### src/rtl/vga_timing.sv
// rtl/vga_timing.sv - VGA raster timing generator with pipeline-aligned sync and colour outputs
module vga_timing #(
    parameter int CLK_DIV  = 4,
    parameter int H_ACTIVE = 640,
    parameter int H_FP     = 16,
    parameter int H_SYNC   = 96,
    parameter int H_BP     = 48,
    parameter int V_ACTIVE = 480,
    parameter int V_FP     = 10,
    parameter int V_SYNC   = 2,
    parameter int V_BP     = 33,
    parameter int SYNC_POL = 0,
    parameter int PIPE_LAT = 1,
    parameter int FC_MAX   = 50
) (
    input  logic        clk,
    input  logic        rst,
    input  logic        en,
    input  logic [11:0] pix_rgb_in,
    output logic [9:0]  hc,
    output logic [9:0]  vc,
    output logic        pix_ce,
    output logic        active,
    output logic        frame_start,
    output logic [5:0]  fc,
    output logic        hs,
    output logic        vs,
    output logic [11:0] vga_rgb
);

    localparam int H_TOTAL = H_ACTIVE + H_FP + H_SYNC + H_BP;
    localparam int V_TOTAL = V_ACTIVE + V_FP + V_SYNC + V_BP;
    localparam int DIV_W   = (CLK_DIV > 1) ? $clog2(CLK_DIV) : 1;

    localparam logic [DIV_W-1:0] DIV_LAST = DIV_W'(CLK_DIV - 1);
    localparam logic [9:0]       H_LAST   = 10'(H_TOTAL - 1);
    localparam logic [9:0]       V_LAST   = 10'(V_TOTAL - 1);
    localparam logic [5:0]       FC_LAST  = 6'(FC_MAX);
    localparam logic             POL      = (SYNC_POL != 0);

    // 11-bit bounds so a segment end of exactly 1024 still compares correctly
    localparam logic [10:0] H_ACT_END = 11'(H_ACTIVE);
    localparam logic [10:0] HS_BEG    = 11'(H_ACTIVE + H_FP);
    localparam logic [10:0] HS_END    = 11'(H_ACTIVE + H_FP + H_SYNC);
    localparam logic [10:0] V_ACT_END = 11'(V_ACTIVE);
    localparam logic [10:0] VS_BEG    = 11'(V_ACTIVE + V_FP);
    localparam logic [10:0] VS_END    = 11'(V_ACTIVE + V_FP + V_SYNC);

    logic [DIV_W-1:0] div;
    logic             h_last;
    logic             v_last;
    logic             hsync_raw;
    logic             vsync_raw;
    logic             hsync_d;
    logic             vsync_d;
    logic             active_d;
    logic [10:0]      hc_x;
    logic [10:0]      vc_x;

    always_comb begin
        hc_x        = {1'b0, hc};
        vc_x        = {1'b0, vc};
        pix_ce      = en && (div == DIV_LAST);
        h_last      = (hc == H_LAST);
        v_last      = (vc == V_LAST);
        frame_start = pix_ce && h_last && v_last;
        active      = (hc_x < H_ACT_END) && (vc_x < V_ACT_END);
        hsync_raw   = (hc_x >= HS_BEG) && (hc_x < HS_END);
        vsync_raw   = (vc_x >= VS_BEG) && (vc_x < VS_END);
    end

    always_ff @(posedge clk) begin
        if (!rst) begin
            div <= '0;
            hc  <= '0;
            vc  <= '0;
            fc  <= '0;
        end else if (en) begin
            div <= (div == DIV_LAST) ? '0 : div + 1'b1;
            if (pix_ce) begin
                hc <= h_last ? 10'd0 : hc + 10'd1;
                if (h_last) begin
                    vc <= v_last ? 10'd0 : vc + 10'd1;
                end
            end
            if (frame_start) begin
                fc <= (fc == FC_LAST) ? 6'd0 : fc + 6'd1;
            end
        end
    end

    // Delay line matches the sync/blank timing to the pixel source latency
    generate
        if (PIPE_LAT == 0) begin : g_no_delay
            assign hsync_d  = hsync_raw;
            assign vsync_d  = vsync_raw;
            assign active_d = active;
        end else begin : g_delay
            logic [2:0] stage [PIPE_LAT];

            always_ff @(posedge clk) begin
                if (!rst) begin
                    for (int i = 0; i < PIPE_LAT; i++) begin
                        stage[i] <= 3'b000;
                    end
                end else begin
                    stage[0] <= {hsync_raw, vsync_raw, active};
                    for (int i = 1; i < PIPE_LAT; i++) begin
                        stage[i] <= stage[i-1];
                    end
                end
            end

            assign {hsync_d, vsync_d, active_d} = stage[PIPE_LAT-1];
        end
    endgenerate

    always_ff @(posedge clk) begin
        if (!rst) begin
            hs      <= ~POL;
            vs      <= ~POL;
            vga_rgb <= 12'h000;
        end else begin
            hs      <= hsync_d ? POL : ~POL;
            vs      <= vsync_d ? POL : ~POL;
            vga_rgb <= active_d ? pix_rgb_in : 12'h000;
        end
    end

endmodule

### config.mk
export PLATFORM = sky130hd
export DESIGN_NAME = vga_timing
export DESIGN_NICKNAME = d
export VERILOG_FILES = /design/src/rtl/vga_timing.sv
export SDC_FILE = /design/constraint.sdc
export NUM_CORES = 1
export LEC_CHECK = 0
export BUFFER_PORTS_ARGS = -buffer_cell sky130_fd_sc_hd__buf_4
export CAP_MARGIN = 10
export CORE_AREA = 4 4 70 72
export DETAILED_ROUTE_END_ITERATION = 12
export DIE_AREA = 0 0 74 76
export PLACE_DENSITY_LB_ADDON = 0.08
export REMOVE_ABC_BUFFERS = 1
export SKIP_CTS_REPAIR_TIMING = 1
export SLEW_MARGIN = 20
export SYNTH_ARGS = -nofsm -noshare
export SYNTH_HDL_FRONTEND = slang
export SYNTH_SLANG_ARGS = --single-unit
### constraint.sdc
create_clock -name clk -period 2.5 [get_ports clk]
set_clock_uncertainty 0.1 [all_clocks]
set_input_delay 0.375 -clock clk [delete_from_list [all_inputs] [get_ports clk]]
set_output_delay 0.375 -clock clk [all_outputs]
set_load 0.005 [all_outputs]
======== Word level (Yosys, flattened, before mapping) ========
Memory sizes are Yosys's and may differ from the RTL's.
Cells that the tools add are included.
word-level totals
  logic and storage cells ................. 43
  memories kept ........................... 1
  memory bits (writable) .................. 3
  register bits after elaboration ......... 42
  output and inout port bits .............. 43
operators by class
  order comparisons ....................... 6
  multiplexer cells ....................... 10
  reduce and logical (&&, ||, !) cells .... 11
  equality and inequality tests ........... 4
  add/sub/neg operators ................... 4
memories
  memory         depth  width  rd ports  clocked after memory_dff  wr ports  RTL line  source
  g_delay.stage  1      3      1         0                         1         99        logic [2:0] stage [PIPE_LAT];
operators with widths
  operator                 count
  $add A10 B1 Y10 const B  2
  $eq A10 B10 Y1 const B   2
  $lt A10 B10 Y1 const B   2
  $lt A10 B9 Y1 const B    2
  $mux W10                 2
  $ge A10 B10 Y1 const B   1
  $ge A10 B9 Y1 const B    1
  $add A6 B1 Y6 const B    1
  $eq A6 B6 Y1 const B     1
  $logic_and A1 B1 Y1      6
  $mux W6                  1
  $reduce_and A2 Y1        3
  $mux W1                  5
  $mux W3                  1
  $reduce_and A3 Y1        1
  $reduce_or A3 Y1         1
  $add A2 B1 Y2 const B    1
  $eq A2 B2 Y1 const B     1
  $mux W2                  1

======== Depth between registers and ports, before layout ========
  depth after elaboration ................. 5
  depth in mapped cells ................... 8

======== Least setup slack after synthesis ========
No wires, ideal clock.
  path type ............................... register -> register
  start ................................... register hc[1]
  end ..................................... register fc[4]
  path slack .............................. 0.604 ns
  data arrival time ....................... 1.722 ns
  data required time ...................... 2.326 ns
  clock period less this slack ............ 1.896 ns
  stages on the path, launching flop included .. 8
  cell sequence ........................... dfxtp_1 -> ha_1 -> and4b_1 -> and3_1 -> buf_4 -> nand2_2 -> or4_1 -> o21ai_0
on the way
  longest elaborated chain between the ends .. 4
RTL lines
  item                               RTL line  source
  start: declaration                 20        output logic [9:0] hc,
  start signal: assignment           81        hc <= h_last ? 10'd0 : hc + 10'd1;
  $eq A10 B10 Y1                     64        h_last = (hc == H_LAST);
  $logic_and A1 B1 Y1 (2 in series)  66        frame_start = pix_ce && h_last && v_last;
  $reduce_and A2 Y1 (no line)        n/a
  end signal: assignment             87        fc <= (fc == FC_LAST) ? 6'd0 : fc + 6'd1;
  end: declaration                   25        output logic [5:0] fc,
Every way passes these cells.
A chain may end at the register's enable or synchronous reset.

======== Final worst setup path ========
  start ................................... register hc[0]
  end ..................................... output frame_start
on the way
  longest elaborated chain between the ends .. 3
RTL lines
  item                               RTL line  source
  $eq A10 B10 Y1                     64
  $logic_and A1 B1 Y1 (2 in series)  66
  end: declaration                   24        output logic frame_start,
Every way passes these cells.

==> results.json <==
{
  "drt_iter0_markers": 75,
  "fin_area_um2": 2440,
  "num_vias": 1567,
  "ir_drop_mv": 0.305,
  "fin_setup_tns_ps": 0,
  "leakage_nw": 1.09,
  "gp_congestion": 0.787,
  "critPathRequiredTime_ps": 2030,
  "finalPower_mw": 1.35,
  "fin_crit_ps": 2310,
  "cts.sinks": 45,
  "core_area_um2": 4290,
  "critPathMaxFanout": 10,
  "critPathLaunchType": "flip-flop",
  "grt_use_total": 0.148,
  "antenna_found_initial": 0,
  "syn-cell-area_um2": 1840,
  "ant_nets": 0,
  "multi_input_area_um2": 898,
  "fmax_ghz": 0.432,
  "drive_gt1_frac": 0.286,
  "drt-pass1-iter-count": 4,
  "die_width_um": 74,
  "grt_max_degree": 22,
  "synth_edf_count": 0,
  "final_core_util": 0.568,
  "final_cells": 314,
  "clk_pin_slew_worst_paths_ps": 90,
  "nNetsFinal": 283,
  "initial_core_util": 0.429,
  "slew_headroom": 0.769,
  "min_path_type": "in2reg",
  "final_common_cell": "buf_4",
  "io_pins": 58,
  "placed_area_um2": 2320,
  "finalHoldViolCount": 0,
  "synth_ff_type": "dfxtp_1",
  "wirelength_um": 3970,
  "yosys_warnings": 0,
  "post-route-period-util": 0.925,
  "syn-instance-count": 201,
  "gr-total-overflow": 0,
  "dp.cells": 306,
  "clk_path_buf_depth": 2,
  "areaGrowthSynthToFinish_pct": 32.2,
  "syn_avg_cell_area_um2": 9.18,
  "die_h_um": 76,
  "drc": 0,
  "root_buffer": "clkbuf_8",
  "whs_ps": 206,
  "yosys-top-cells-area": "dfxtp_1, and3_1, nor2_1, xor2_1, ha_1",
  "ys_seq_area_frac": 0.488,
  "grt_pass1_vias": 1422,
  "port_buffers": 57,
  "layout_setup_ws_ps": 186,
  "ff_latch_area_um2": 902,
  "place_hpwl_um": 2850,
  "cts_tree": "built",
  "synthArstFlopShare": 0,
  "detailedPlace.worstSlack_ps": 287,
  "rsz0062_at_grt": "false",
  "ys_ff_latch": 45,
  "fillCellCount": 380,
  "drt-wirelength-per-cell_um": 12.6,
  "grt_pass1_wl_um": 6700,
  "fp-row-count": 24,
  "synth.distinct_cells": 34,
  "power.density_nw_per_um2": 554,
  "avgViaCountPerCell": 4.99,
  "crit_type": "reg2out",
  "synth_area_leader_cell": "dfxtp_1",
  "setup_viol": 0,
  "status": "completed",
  "worst-r2r-setup-slack_ps": 470,
  "synth_top_area_frac": 0.488,
  "antenna_cells": 0,
  "arrival_ps": 1840,
  "endpoint_kind": "primary output",
  "numCtsBuffers": 5,
  "cts-htree-levels": 2,
  "clock_latency_ps": 300,
  "die-area_um2": 5620,
  "report.final.slew_viol_count": 0,
  "tightest_slew_ps": 346,
  "final_cell_mix": "buf_4, dfxtp_1, nor2_1, nand2_1, and3_1",
  "drv_cap": 0
}
worst max-delay path, stage by stage, from the launching register on:
cell and delay, ps:
dfxtp_1 390, ha_2 230, and4b_1 230, and3_2 280, nand2_2 160, inv_2 140, buf_4 120
worst paths after layout:
kind / startpoint / to / cells past startpoint
max: hc[0]$_SDFFE_PN0P_ / frame_start / 6
min: pix_rgb_in[0] / vga_rgb[0]$_SDFF_PN0_ / 2
max reg2reg: hc[0]$_SDFFE_PN0P_ / vc[9]$_SDFFE_PN0P_ / 6
min reg2reg: g_delay.stage[0][1]$_SDFF_PN0_ / vs$_SDFF_PN1_ / 1
Yosys cell counts (2+ instances only):
| library cell | number |
|---|---|
| mux2i_1 | 2 |
| nand3_1 | 10 |
| ha_1 | 7 |
| nor3_1 | 3 |
| or4_1 | 2 |
| clkbuf_1 | 3 |
| o21ai_0 | 5 |
| a21oi_1 | 7 |
| inv_1 | 7 |
| xnor2_1 | 5 |
| a311oi_1 | 2 |
| or3_1 | 3 |
| nand4_1 | 6 |
| nor2_1 | 26 |
| dfxtp_1 | 45 |
| nand2_1 | 21 |
| and3_1 | 20 |
| xor2_1 | 11 |
power breakdown:
| group | leakage [nW] | internal [mW] | switching [mW] |
|---|---|---|---|
| sequential | 0.366 | 0.728 | 0.00594 |
| combinational | 0.669 | 0.0322 | 0.0238 |
| clock | 0.0543 | 0.299 | 0.261 |
| total | 1.09 | 1.06 | 0.291 |
flip-flops by register name, summed over array words and instances (netlist names):
register / flops
fc: 6
hs: 1
g_delay.stage: 3
hc: 10
div: 2
vs: 1
vc: 10
vga_rgb: 12
cell type report:
class,count,share of cell area
Clock buffer,5,0.0282
Clock inverter,3,0.0190
Inverter,8,0.0123
Multi-Input combinational cell,144,0.368
Sequential cell,45,0.370
Tap cell,52,0.0267
Timing Repair Buffer,57,0.175
per-layer routing:
layer	vias up	track usage	share of wire
met5	-	0	0
met4	0	0.0543	0.013
met3	6	0.0475	0.078
met2	47	0.219	0.44
met1	692	0.199	0.47
li1	822	-	-
cell families after synthesis:
family,share of synthesized area
AOI/OAI and AO/OA,0.0556
adders and majority gates,0.0475
and+or+nand+nor,0.295
muxes,0.0109
buffers and inverters,0.0265
DFF,0.488
xor gates and xnor gates,0.0760
Note: power is estimated with default switching activity, not from simulation.
